### src/rtl/ir_grid_scanner.sv
// Scans a 4x4 IR sensor matrix one row at a time, debounces every sensor
// independently and keeps a sticky map of every box touched since the last clear.
//   clk, resetn (async, active-low)
//   row_drive  : one-hot row enable, bit r drives row r
//   col_sense  : column sense lines, bit c is column c (pre-synchronised)
//   clear      : synchronous clear of traced
//   ir_in      : debounced hit map, bit 4*row+col
//   traced     : sticky OR of ir_in since reset/clear
//   frame_done : one-cycle pulse after the row-3 sample
module ir_grid_scanner #(
  parameter int unsigned SETTLE_CYCLES    = 50,
  parameter int unsigned DEBOUNCE_SCANS   = 4,
  parameter bit          SENSE_ACTIVE_LOW = 1'b1
) (
  input  logic        clk,
  input  logic        resetn,
  output logic [3:0]  row_drive,
  input  logic [3:0]  col_sense,
  input  logic        clear,
  output logic [15:0] ir_in,
  output logic [15:0] traced,
  output logic        frame_done
);

  localparam int unsigned CW = (SETTLE_CYCLES > 1) ? $clog2(SETTLE_CYCLES) : 1;
  localparam int unsigned DW = $clog2(DEBOUNCE_SCANS) + 1;
  localparam logic [CW-1:0] SETTLE_LAST = CW'(SETTLE_CYCLES - 1);
  localparam logic [DW-1:0] DEB_LAST    = DW'(DEBOUNCE_SCANS - 1);

  typedef enum logic [1:0] {IDLE, SETTLE, SAMPLE} state_t;

  state_t        state;
  state_t        state_nxt;
  logic [1:0]    row;
  logic [CW-1:0] settle_cnt;
  logic [DW-1:0] dcnt     [16];
  logic [DW-1:0] dcnt_nxt [16];
  logic [15:0]   ir_nxt;
  logic [3:0]    raw;
  logic [3:0]    bit_idx;
  logic          start_scan;
  logic          settling;
  logic          settle_last;
  logic          sample_en;

  // State register
  always_ff @(posedge clk or negedge resetn) begin
    if (!resetn) state <= IDLE;
    else         state <= state_nxt;
  end

  // Next-state logic
  always_comb begin
    state_nxt = state;
    case (state)
      IDLE:    state_nxt = SETTLE;
      SETTLE:  if (settle_last) state_nxt = SAMPLE;
      SAMPLE:  state_nxt = SETTLE;
      default: state_nxt = IDLE;
    endcase
  end

  // State-decoded controls
  always_comb begin
    start_scan  = (state == IDLE);
    settling    = (state == SETTLE);
    settle_last = (state == SETTLE) && (settle_cnt == SETTLE_LAST);
    sample_en   = (state == SAMPLE);
  end

  // Row sequencing and settle timing
  always_ff @(posedge clk or negedge resetn) begin
    if (!resetn) begin
      row        <= '0;
      settle_cnt <= '0;
      row_drive  <= '0;
      frame_done <= 1'b0;
    end else begin
      frame_done <= sample_en && (row == 2'd3);
      if (start_scan) begin
        row        <= '0;
        row_drive  <= 4'b0001;
        settle_cnt <= '0;
      end else if (sample_en) begin
        row        <= row + 2'd1;
        row_drive  <= 4'b0001 << (row + 2'd1);
        settle_cnt <= '0;
      end else if (settle_last) begin
        settle_cnt <= '0;
      end else if (settling) begin
        settle_cnt <= settle_cnt + 1'b1;
      end
    end
  end

  // Debounce: only the four bits of the row being sampled can move
  always_comb begin
    raw      = SENSE_ACTIVE_LOW ? ~col_sense : col_sense;
    ir_nxt   = ir_in;
    dcnt_nxt = dcnt;
    bit_idx  = '0;
    if (sample_en) begin
      for (int unsigned c = 0; c < 4; c++) begin
        bit_idx = {row, c[1:0]};
        if (raw[c] == ir_in[bit_idx]) begin
          dcnt_nxt[bit_idx] = '0;
        end else if (dcnt[bit_idx] == DEB_LAST) begin
          ir_nxt[bit_idx]   = ~ir_in[bit_idx];
          dcnt_nxt[bit_idx] = '0;
        end else begin
          dcnt_nxt[bit_idx] = dcnt[bit_idx] + 1'b1;
        end
      end
    end
  end

  always_ff @(posedge clk or negedge resetn) begin
    if (!resetn) begin
      ir_in  <= '0;
      traced <= '0;
      dcnt   <= '{default: '0};
    end else begin
      ir_in  <= ir_nxt;
      dcnt   <= dcnt_nxt;
      traced <= clear ? '0 : (traced | ir_in);
    end
  end

endmodule

### config.mk
export PLATFORM = sky130hd
export DESIGN_NAME = ir_grid_scanner
export DESIGN_NICKNAME = d
export VERILOG_FILES = /design/src/rtl/ir_grid_scanner.sv
export SDC_FILE = /design/constraint.sdc
export NUM_CORES = 1
export LEC_CHECK = 0
export ABC_AREA = 0
export CORE_UTILIZATION = 35
export CTS_CLUSTER_SIZE = 8
export DETAILED_ROUTE_END_ITERATION = 8
export PLACE_DENSITY = 0.53
export SYNTH_ARGS = -nofsm -noshare
export SYNTH_HDL_FRONTEND = slang
export SYNTH_SLANG_ARGS = --single-unit
### constraint.sdc
create_clock -name clk -period 2.85 [get_ports clk]
set_input_delay 0.7125 -clock clk [delete_from_list [all_inputs] [get_ports clk]]
set_output_delay 0.7125 -clock clk [all_outputs]
set_load 0.005 [all_outputs]
# Word-level counts from Yosys, hierarchy flattened

Cells that the tools add are included.

Bits in registers: 95
Latch bits: 0
Memory bits (writable): 0
Bits in read-only memories: 0
Input bits: 7
Output and inout bits: 37
Logic and storage cells: 168
Memories: 0

$add $sub $neg: 6
$mul: 0
Div/mod/pow operators: 0
Magnitude comparators: 16
Equality and inequality tests: 13
Shift-type cells: 1
Muxes and demuxes: 77
Bitwise logic cells: 18
Reduce and logical (&&, ||, !) cells: 14

Operators by type and width:

| cell                  | count |
|---|---|
| $mux W48              | 11 |
| $and A48 B48 Y48      | 4 |
| $bwmux W48            | 4 |
| $mux W16              | 12 |
| $not A48 Y48          | 4 |
| $bwmux W16            | 4 |
| $bmux W3 S4           | 4 |
| $demux W3 S4          | 4 |
| $mux W3               | 12 |
| $mux W6               | 4 |
| $ge A5 B5 Y1 const B  | 4 |
| $lt A4 B5 Y1 const B  | 4 |
| $lt A5 B1 Y1 const B  | 4 |
| $not A4 Y5            | 4 |
| $ge A4 B1 Y1 const B  | 4 |
| $or A16 B16 Y16       | 1 |
| $add A3 B1 Y3 const B | 4 |
| $eq A3 B2 Y1 const B  | 4 |
| $logic_and A1 B1 Y1   | 10 |
| $bmux W1 S2           | 4 |
| $demux W1 S2          | 4 |
| $mux W1               | 8 |
| $mux W4               | 2 |
| $add A6 B1 Y6 const B | 1 |
| 15 further kinds      | 24 |

# Logic depth before layout (Yosys ltp)

Gate-level depths: netlist (run 1).

Word-level depth: 21
Gate-level depth with buffers: 10
Depth with buffers taken out: 7

# Worst setup path after synthesis (run 1)

OpenSTA, ideal clock, no wires.

Path type: register to register
Start point: register row[0]
End point: register dcnt[22] (netlist bit)
Setup time: 0.129 ns
Arrival time: 2.567 ns
Data required time: 2.721 ns
Path slack: 0.154 ns
Cell stages (with the launch flop): 11
Buffers on the path: 3
Period minus slack after synthesis: 2.696 ns
Cells stage by stage: dfrtp_1 > buf_6 > buf_2 > mux4_2 > ha_1 > ha_1 > nor2_1 > a22o_1 > and3_1 > buf_2 > o22ai_1

Cells in the longest elaborated chain, start to end: 21
Elaborated cells between the ends (all ways): 79
Classes of those cells: add/sub (4); order compare (8); eq/ne (8); mux (43); bitwise (12); reduce/logical (4)

Ends and longest elaborated chain:

| item                                                   | line | RTL |
|---|---|---|
| start, declared                                        | 34   | `logic [1:0] row;` |
| start signal, assigned                                 | 85   | `row <= row + 2'd1;` |
| branches (longest 20 deep; another with $add A3 B1 Y3) | --   |  |
| $mux W48 (*)                                           | 105  | `if (raw[c] == ir_in[bit_idx]) begin` |
| end signal, assigned                                   | 124  | `dcnt <= dcnt_nxt;` |
| end, declared                                          | 36   | `logic [DW-1:0] dcnt [16];` |

Mark *: on every way between the ends. The select of a mux whose other input is x is not followed.
A chain may end at the register's enable or synchronous reset.

# Worst setup path after layout (run 1)

Start point: register row[0]
End point: register dcnt[21] (netlist bit)

Same word-level chain as after synthesis.

==> impl_results.md, run 1 <==
* Mapped Avg Cell Area at 10.48 sq um
* Num ports at 44
* Post-synthesis simple-gate area fraction at 0.1490
* Synth warnings at 0
* Crit path to: dcnt[21]
* Pwr/cell area at 510.1 nW/um^2
* Crit Reg-Reg Startpoint: row[0]
* DIE HEIGHT at 113.5 um
* FF-to-FF path depth at 7
* Remaining antenna violation count at 0
* Routed wire length at 9.947 mm
* Via density at 4.948
* Status: completed
* Final Wtd Congestion at 0.8076
* Leak at 2.233 nW
* Post-Layout Inst Area at 5296 sq um
* Cts hold-fix bufs at 0
* Data arrival, critical path at 2.74 ns
* Final Util at 0.4391
* EDFF count, synth at 0
* Net Sw Power at 0.5537 mW
* Initial Utilization at 0.3606
* DRC viols at 0
* Startpoint Class: register
* H-tree depth at 3
* Area growth syn-to-layout at 21.78%
* Die Area at 12880 sq um
* DP Cell Count at 616
* Row count at 40
* Hold Vio Cnt, Final at 0
* RSZ-0062 raised after global routing: false
* FF/Latch Area at 2377 sq um
* Core area at 12060 sq um
* Post-Syn Instances at 415
* Reg power frac at 0.506
* Largest net degree at the start of global routing at 43
* HPWL after DPL at 6.560 mm
* Comb power frac at 0.031
* CTS resizes at 0
* Synth Register Bits at 95
* Largest family of logic cells by synthesized area: simple AND/OR/NAND/NOR gates
* R2R setup slack at 0.31 ns
* Clock Pin Slew Worst Setup and Hold Paths at 0.06 ns
* Synth Area in XOR/XNOR at 0.01208
* Vias in the first global route at 3178
* Worst-Margin Slew at 0.6351 ns
* Nets at 482
* Setup WS pre-CTS at 0.2953 ns
* Multi-input logic area at 1856 sq um
* Syn Std Cell Area at 4349 sq um
* Worst setup path startpoint: row[0]
* Synth area leader: dfrtp_1
* Layout cell share with drive strength beyond 1 at 0.1078
* Initial antenna violation count at 0
* Filler Cell Count at 1121
* Buffers on Ports at 43
* Post-route setup TNS at 0 ns
* Gr ovfl total at 0
* Die width at 113.5 um
* First drt pass iteration count at 4
* Clock Latency Late Sink at 0.34 ns
* Req. time, crit path at 3.05 ns
* Unique masters post-synth at 34
* Routed wire length per instance at 15.74 um
* Post-CTS Setup Inserts at 0
* Top post-synthesis cells by area: dfrtp_1 (55%), mux4_2 (7.8%), nand2_1 (6.3%)
* Via Count at 3127
* Post-synth ARST share at 1.000
* Worst-path fanout max at 12
* Clk_skew at 0.006434 ns
* Internal power at 2.148 mW
* Initial drt markers at 194
* Hold Slack at 0.3601 ns
* Most numerous cell in the Yosys netlist: dfrtp_1
* Complex-gate fraction of the synthesized area at 0.1323
* Hold WC Path Type: in2async
* Crit Path Class: reg2reg
* Crit end category: register
* Root buf cell: clkbuf_16
* Worst reg2reg path endpoint: dcnt[21]
* Final setup viols at 0
* Clk pwr share at 0.464
* Setup ws final at 0.3077 ns
* Clock Sinks at 95
* Final Total Pwr at 2.702 mW
* CTS tree: done
* Post-Synthesis Net Count at 438
* Max-slew headroom at 0.5752
* Final Cycle Share at 0.8920
* Peak supply drop at 0.3573 mV
* Total global-route track usage at 0.1699
* Commonest cells post-synth: dfrtp_1 (95), nand2_1 (73), nor2_1 (42)
* Slew Viols, Final at 0
* Max-cap violation count at 0
* Crit path time final at 2.542 ns
* Fmax at 393.3 MHz
* DP Area at 4985 sq um
* Mux share of post-synthesis cell area at 0.08717
* Sequential area share after synthesis at 0.5466
* Clock buffers created by TritonCTS at 9
* Main synth FF type: dfrtp_1
* Antenna Cells at 0
* Top-area cell type share of the netlist area at 0.5466
* First-pass GRT wire length at 16.74 mm
* Clock Path Buffers at 2
* Adder-Cell Fraction of Synth Area at 0.04603
* Switching share of power at 0.2049
* Non-filler instance count after layout at 632
==> logic make-up (layout without fill, tap and decap cells) <==
family                   count (synthesis)  count (layout)
AO/OA/AOI/OAI                          107             107
XOR/XNOR                                 6               6
adder cells (fa/ha/maj)                 16              16
buffers and inverters                   28              77
flip-flops                              95              95
multiplexers                            19              19
AND/OR/NAND/NOR                        144             144
==> power groups by stage <==
stage                     sequential [mW]  combinational, mW  clock (mW)
after global routing                 1.37             0.0949        1.33
after floorplan                      1.39             0.0146           0
final                                1.37             0.0829        1.25
after detailed placement             1.39             0.0867           0
after CTS                            1.37             0.0867        1.29
after global placement               1.39             0.0858           0
==> final cells by class <==
cell class              count  area share
repair buffers             52     0.09591
clock buffers              14     0.05174
clock inverters             2    0.007087
flip-flops and latches     95      0.4489
multi-input cells         292      0.3503
inverters                   9    0.006378
well taps                 168     0.03969
==> sequential cells by signal, summed over array words and instances (netlist names) <==
signal and flops:
row 2, traced 16, state 2, ir_in 16
dcnt 48, frame_done 1, settle_cnt 6, row_drive 4
==> layer usage <==
metal,GRT usage,vias to the layer above,part of all wire
met4,0.06053,0,0.017
met3,0.03560,13,0.027
met1,0.2329,1541,0.47
met2,0.2671,42,0.49
li1,-,1531,-
met5,0,-,0
==> worst min-delay path by stage <==
stage | endpoint | slack (ns) | cells after the start
after floorplan | dcnt[0] | 0.42 | 0
after global placement | dcnt[5] | 0.46 | 2
after detailed placement | dcnt[5] | 0.46 | 2
after CTS | ir_in[2] | 0.38 | 1
after global routing | dcnt[27] | 0.41 | 1
final | dcnt[27] | 0.36 | 1
==> placed cells by master, fill, tap and decap left out <==
cell	netlist	routed
dfrtp_1	95	95
nand2_1	73	73
nor2_1	42	42
clkdlybuf4s50_1	0	42
a21oi_1	35	35
o21ai_0	31	31
o21ai_1	21	21
ha_1	16	16
mux4_2	15	15
o22ai_1	12	12
inv_1	9	9
clkbuf_16	0	9
buf_4	0	9
nor2b_1	7	7
or3_4	6	6
xor2_1	5	5
and2_1	5	5
mux2i_1	3	3
o21ai_2	3	3
clkbuf_8	0	3
a22o_1	2	2
nand4b_1	2	2
a21boi_0	2	2
nor3_1	2	2
clkbuf_1	14	2
and3_1	1	1
and2b_1	1	1
nor4b_1	1	1
nand3_1	1	1
or2_2	1	1
mux2_2	1	1
a31oi_1	1	1
nand2b_1	1	1
or3_1	1	1
xnor2_1	1	1
bufinv_16	0	1
clkinvlp_4	0	1
buf_12	0	1
==> worst max-delay path: stages (launching register included) <==
cell and delay (ns):
dfrtp_1 0.44, mux4_2 0.59, ha_1 0.25, ha_1 0.22, nor2_1 0.09, a22o_1 0.21, and3_1 0.43, o22ai_1 0.16
Power figures use the tool's default switching activity.
==> inputs of run 2 (changes only) <==
- CORE_UTILIZATION: 35 -> 51
- PLACE_DENSITY: 0.53 -> 0.74
==> impl_results.md, run 2 (same netlist as run 1, synthesis figures left out) <==
* Routed wire length at 9.053 mm (-9.0%)
* Remaining antenna violation count at 0 (unchanged)
* Data arrival, critical path at 2.78 ns (+0.04 ns)
* Final setup viols at 0 (unchanged)
* Clock Path Buffers at 2 (unchanged)
* Via density at 5.540 (+12%)
* Vias in the first global route at 3074 (-3.3%)
* Row count at 33 (-18%)
* Reg power frac at 0.595 (+0.089)
* RSZ-0062 raised after global routing: false
* Peak supply drop at 0.3043 mV (-15%)
* Die width at 94.35 um (-17%)
* Commonest non-fill, non-tap cell in the layout: dfrtp_1
* GR peak layer: met2
* Max-slew headroom at 0.5016 (-0.07366)
* Crit Path Class: reg2reg
* Largest net degree at the start of global routing at 59 (+37%)
* Slowest stage cell, crit path: mux4_2
* Top flop regs: dcnt (48), ir_in (16), traced (16)
* Via Count at 3141 (+0.45%)
* Comb power frac at 0.035 (+0.004)
* Post-CTS Setup Inserts at 0 (unchanged)
* Internal power at 1.809 mW (-16%)
* Root buf cell: clkbuf_8
* Leak at 2.177 nW (-2.5%)
* Max-cap violation count at 0 (unchanged)
* Final Cycle Share at 0.8984 (+0.006398)
* Clk pwr share at 0.370 (-0.094)
* Most frequent cell on the critical path: ha_1
* Crit path time final at 2.561 ns (+0.01823 ns)
* Clock Latency Late Sink at 0.36 ns (+0.02 ns)
* Num ports at 44 (unchanged)
* Post-route setup TNS at 0 ns (unchanged)
* Hold Vio Cnt, Final at 0 (unchanged)
* First-pass GRT wire length at 15.07 mm (-10%)
* Net Sw Power at 0.4842 mW (-13%)
* Routed wire length per instance at 15.97 um (+1.4%)
* Pwr/cell area at 450.4 nW/um^2 (-12%)
* Initial antenna violation count at 0 (unchanged)
* Initial Utilization at 0.5293 (+0.1687)
* Clk_skew at 0.009355 ns (+0.002921 ns)
* DRC viols at 0 (unchanged)
* Nets at 482 (unchanged)
* CP peak stage delay at 0.59 ns (about the same)
* First drt pass iteration count at 4 (unchanged)
* Max reg flops at 48 (unchanged)
* CTS resizes at 0 (unchanged)
* Clock Sinks at 95 (unchanged)
* Slew Viols, Final at 0 (unchanged)
* Area growth syn-to-layout at 17.06%
* Worst-path fanout max at 12 (unchanged)
* DIE HEIGHT at 94.35 um (-17%)
* Commonest non-fill, non-tap cells in the layout: dfrtp_1 (95), nand2_1 (73), nor2_1 (42), clkdlybuf4s50_1 (42), a21oi_1 (35)
* CTS tree: done
* Met2 GRT Util at 0.3629 (+0.09585)
* Layout cell share with drive strength beyond 1 at 0.1082 (+0.0004665)
* Initial drt markers at 261 (+35%)
* H-tree depth at 3 (unchanged)
* Clock buffers created by TritonCTS at 9 (unchanged)
* Req. time, crit path at 3.07 ns (+0.02 ns)
* Crit end category: register
* Cell Chain, Critical Path: mux4_2, ha_1, ha_1, nor2_1, a22o_1, and3_1, o22ai_1
* Status: completed
* Die Area at 8901 sq um (-31%)
* Worst-Margin Slew at 0.7476 ns (+0.1125 ns)
* Fmax at 390.5 MHz (-0.71%)
* Startpoint Class: register
* Antenna Cells at 0 (unchanged)
* Met1 GRT Util at 0.3113 (+0.07841)
* Top reg by flops: dcnt
* Crit Reg-Reg Startpoint: row[0]
* HPWL after DPL at 6.187 mm (-5.7%)
* Switching share of power at 0.2111 (+0.006178)
* Met3 GRT Util at 0.05072 (+0.01512)
* Total global-route track usage at 0.2251 (+0.05520)
* Clock Pin Slew Worst Setup and Hold Paths at 0.08 ns (+0.02 ns)
* Core area at 8217 sq um (-32%)
* Hold WC Path Type: in2async
* Gr ovfl total at 0 (unchanged)
* Final Wtd Congestion at 0.8355 (+3.5%)
* Worst setup path startpoint: row[0]
* Final Total Pwr at 2.293 mW (-15%)
* Cts hold-fix bufs at 0 (unchanged)
* Buffers on Ports at 43 (unchanged)
-- run 2: stage by stage --
stage	cell area [sq um]	utilization	hold slack [ns]	cells	worst slack (ns)
after floorplan	4349	-	0.4169	415	0.1540
after global routing	5091	0.6196	0.4736	567	0.1303
after detailed placement	4906	0.5971	0.4663	553	0.2988
after global placement	4906	0.5971	0.4551	553	0.3658
final	5091	0.6196	0.4189	567	0.2895
after CTS	5091	0.6196	0.4406	567	0.2869
-- run 2: worst paths after layout --
| check | end | slack (ns) | depth (start not counted) |
|---|---|---|---|
| worst max-delay path | dcnt[21] | 0.29 | 7 |
| worst min-delay path | dcnt[40] | 0.42 | 1 |
| worst max register to register | dcnt[21] | 0.29 | 7 |
| worst min register to register | dcnt[28] | 0.48 | 2 |
| max in group asynchronous | dcnt[47] | 1.77 | 2 |
| min in group clk | dcnt[28] | 0.48 | 2 |
-- run 2: cell type report --
type                       count  area, sq um
clock buffer                  10        137.6
fill                         672         3126
timing repair buffer          52        508.0
clock inverter                 4        47.55
multi-input combinational    292         1856
tap                          105        131.4
inverter                       9        33.78
sequential                    95         2377
-- run 2: power by group through the flow --
stage	clock, mW	combinational (mW)	sequential (mW)
finish	0.849	0.0807	1.36
global route	0.928	0.0916	1.37
CTS	0.863	0.0830	1.36
detailed placement	0	0.0830	1.39
global placement	0	0.0823	1.39
floorplan	0	0.0146	1.39
-- run 2: metal layers --
layer / wire length [um] / vias to the layer above / part of all wire
li1: - / 1526 / -
met1: 4164 / 1565 / 0.46
met2: 4473 / 43 / 0.49
met3: 330 / 7 / 0.036
met4: 85 / 0 / 0.0094
met5: 0 / - / 0
-- run 2: worst max-delay path, delay by kind of cell (launching register included) --
family	cells	cell delay (ns)
compound gates	2	0.37
fa+ha+maj	2	0.46
flops	1	0.45
mux	1	0.59
simple gates	2	0.54
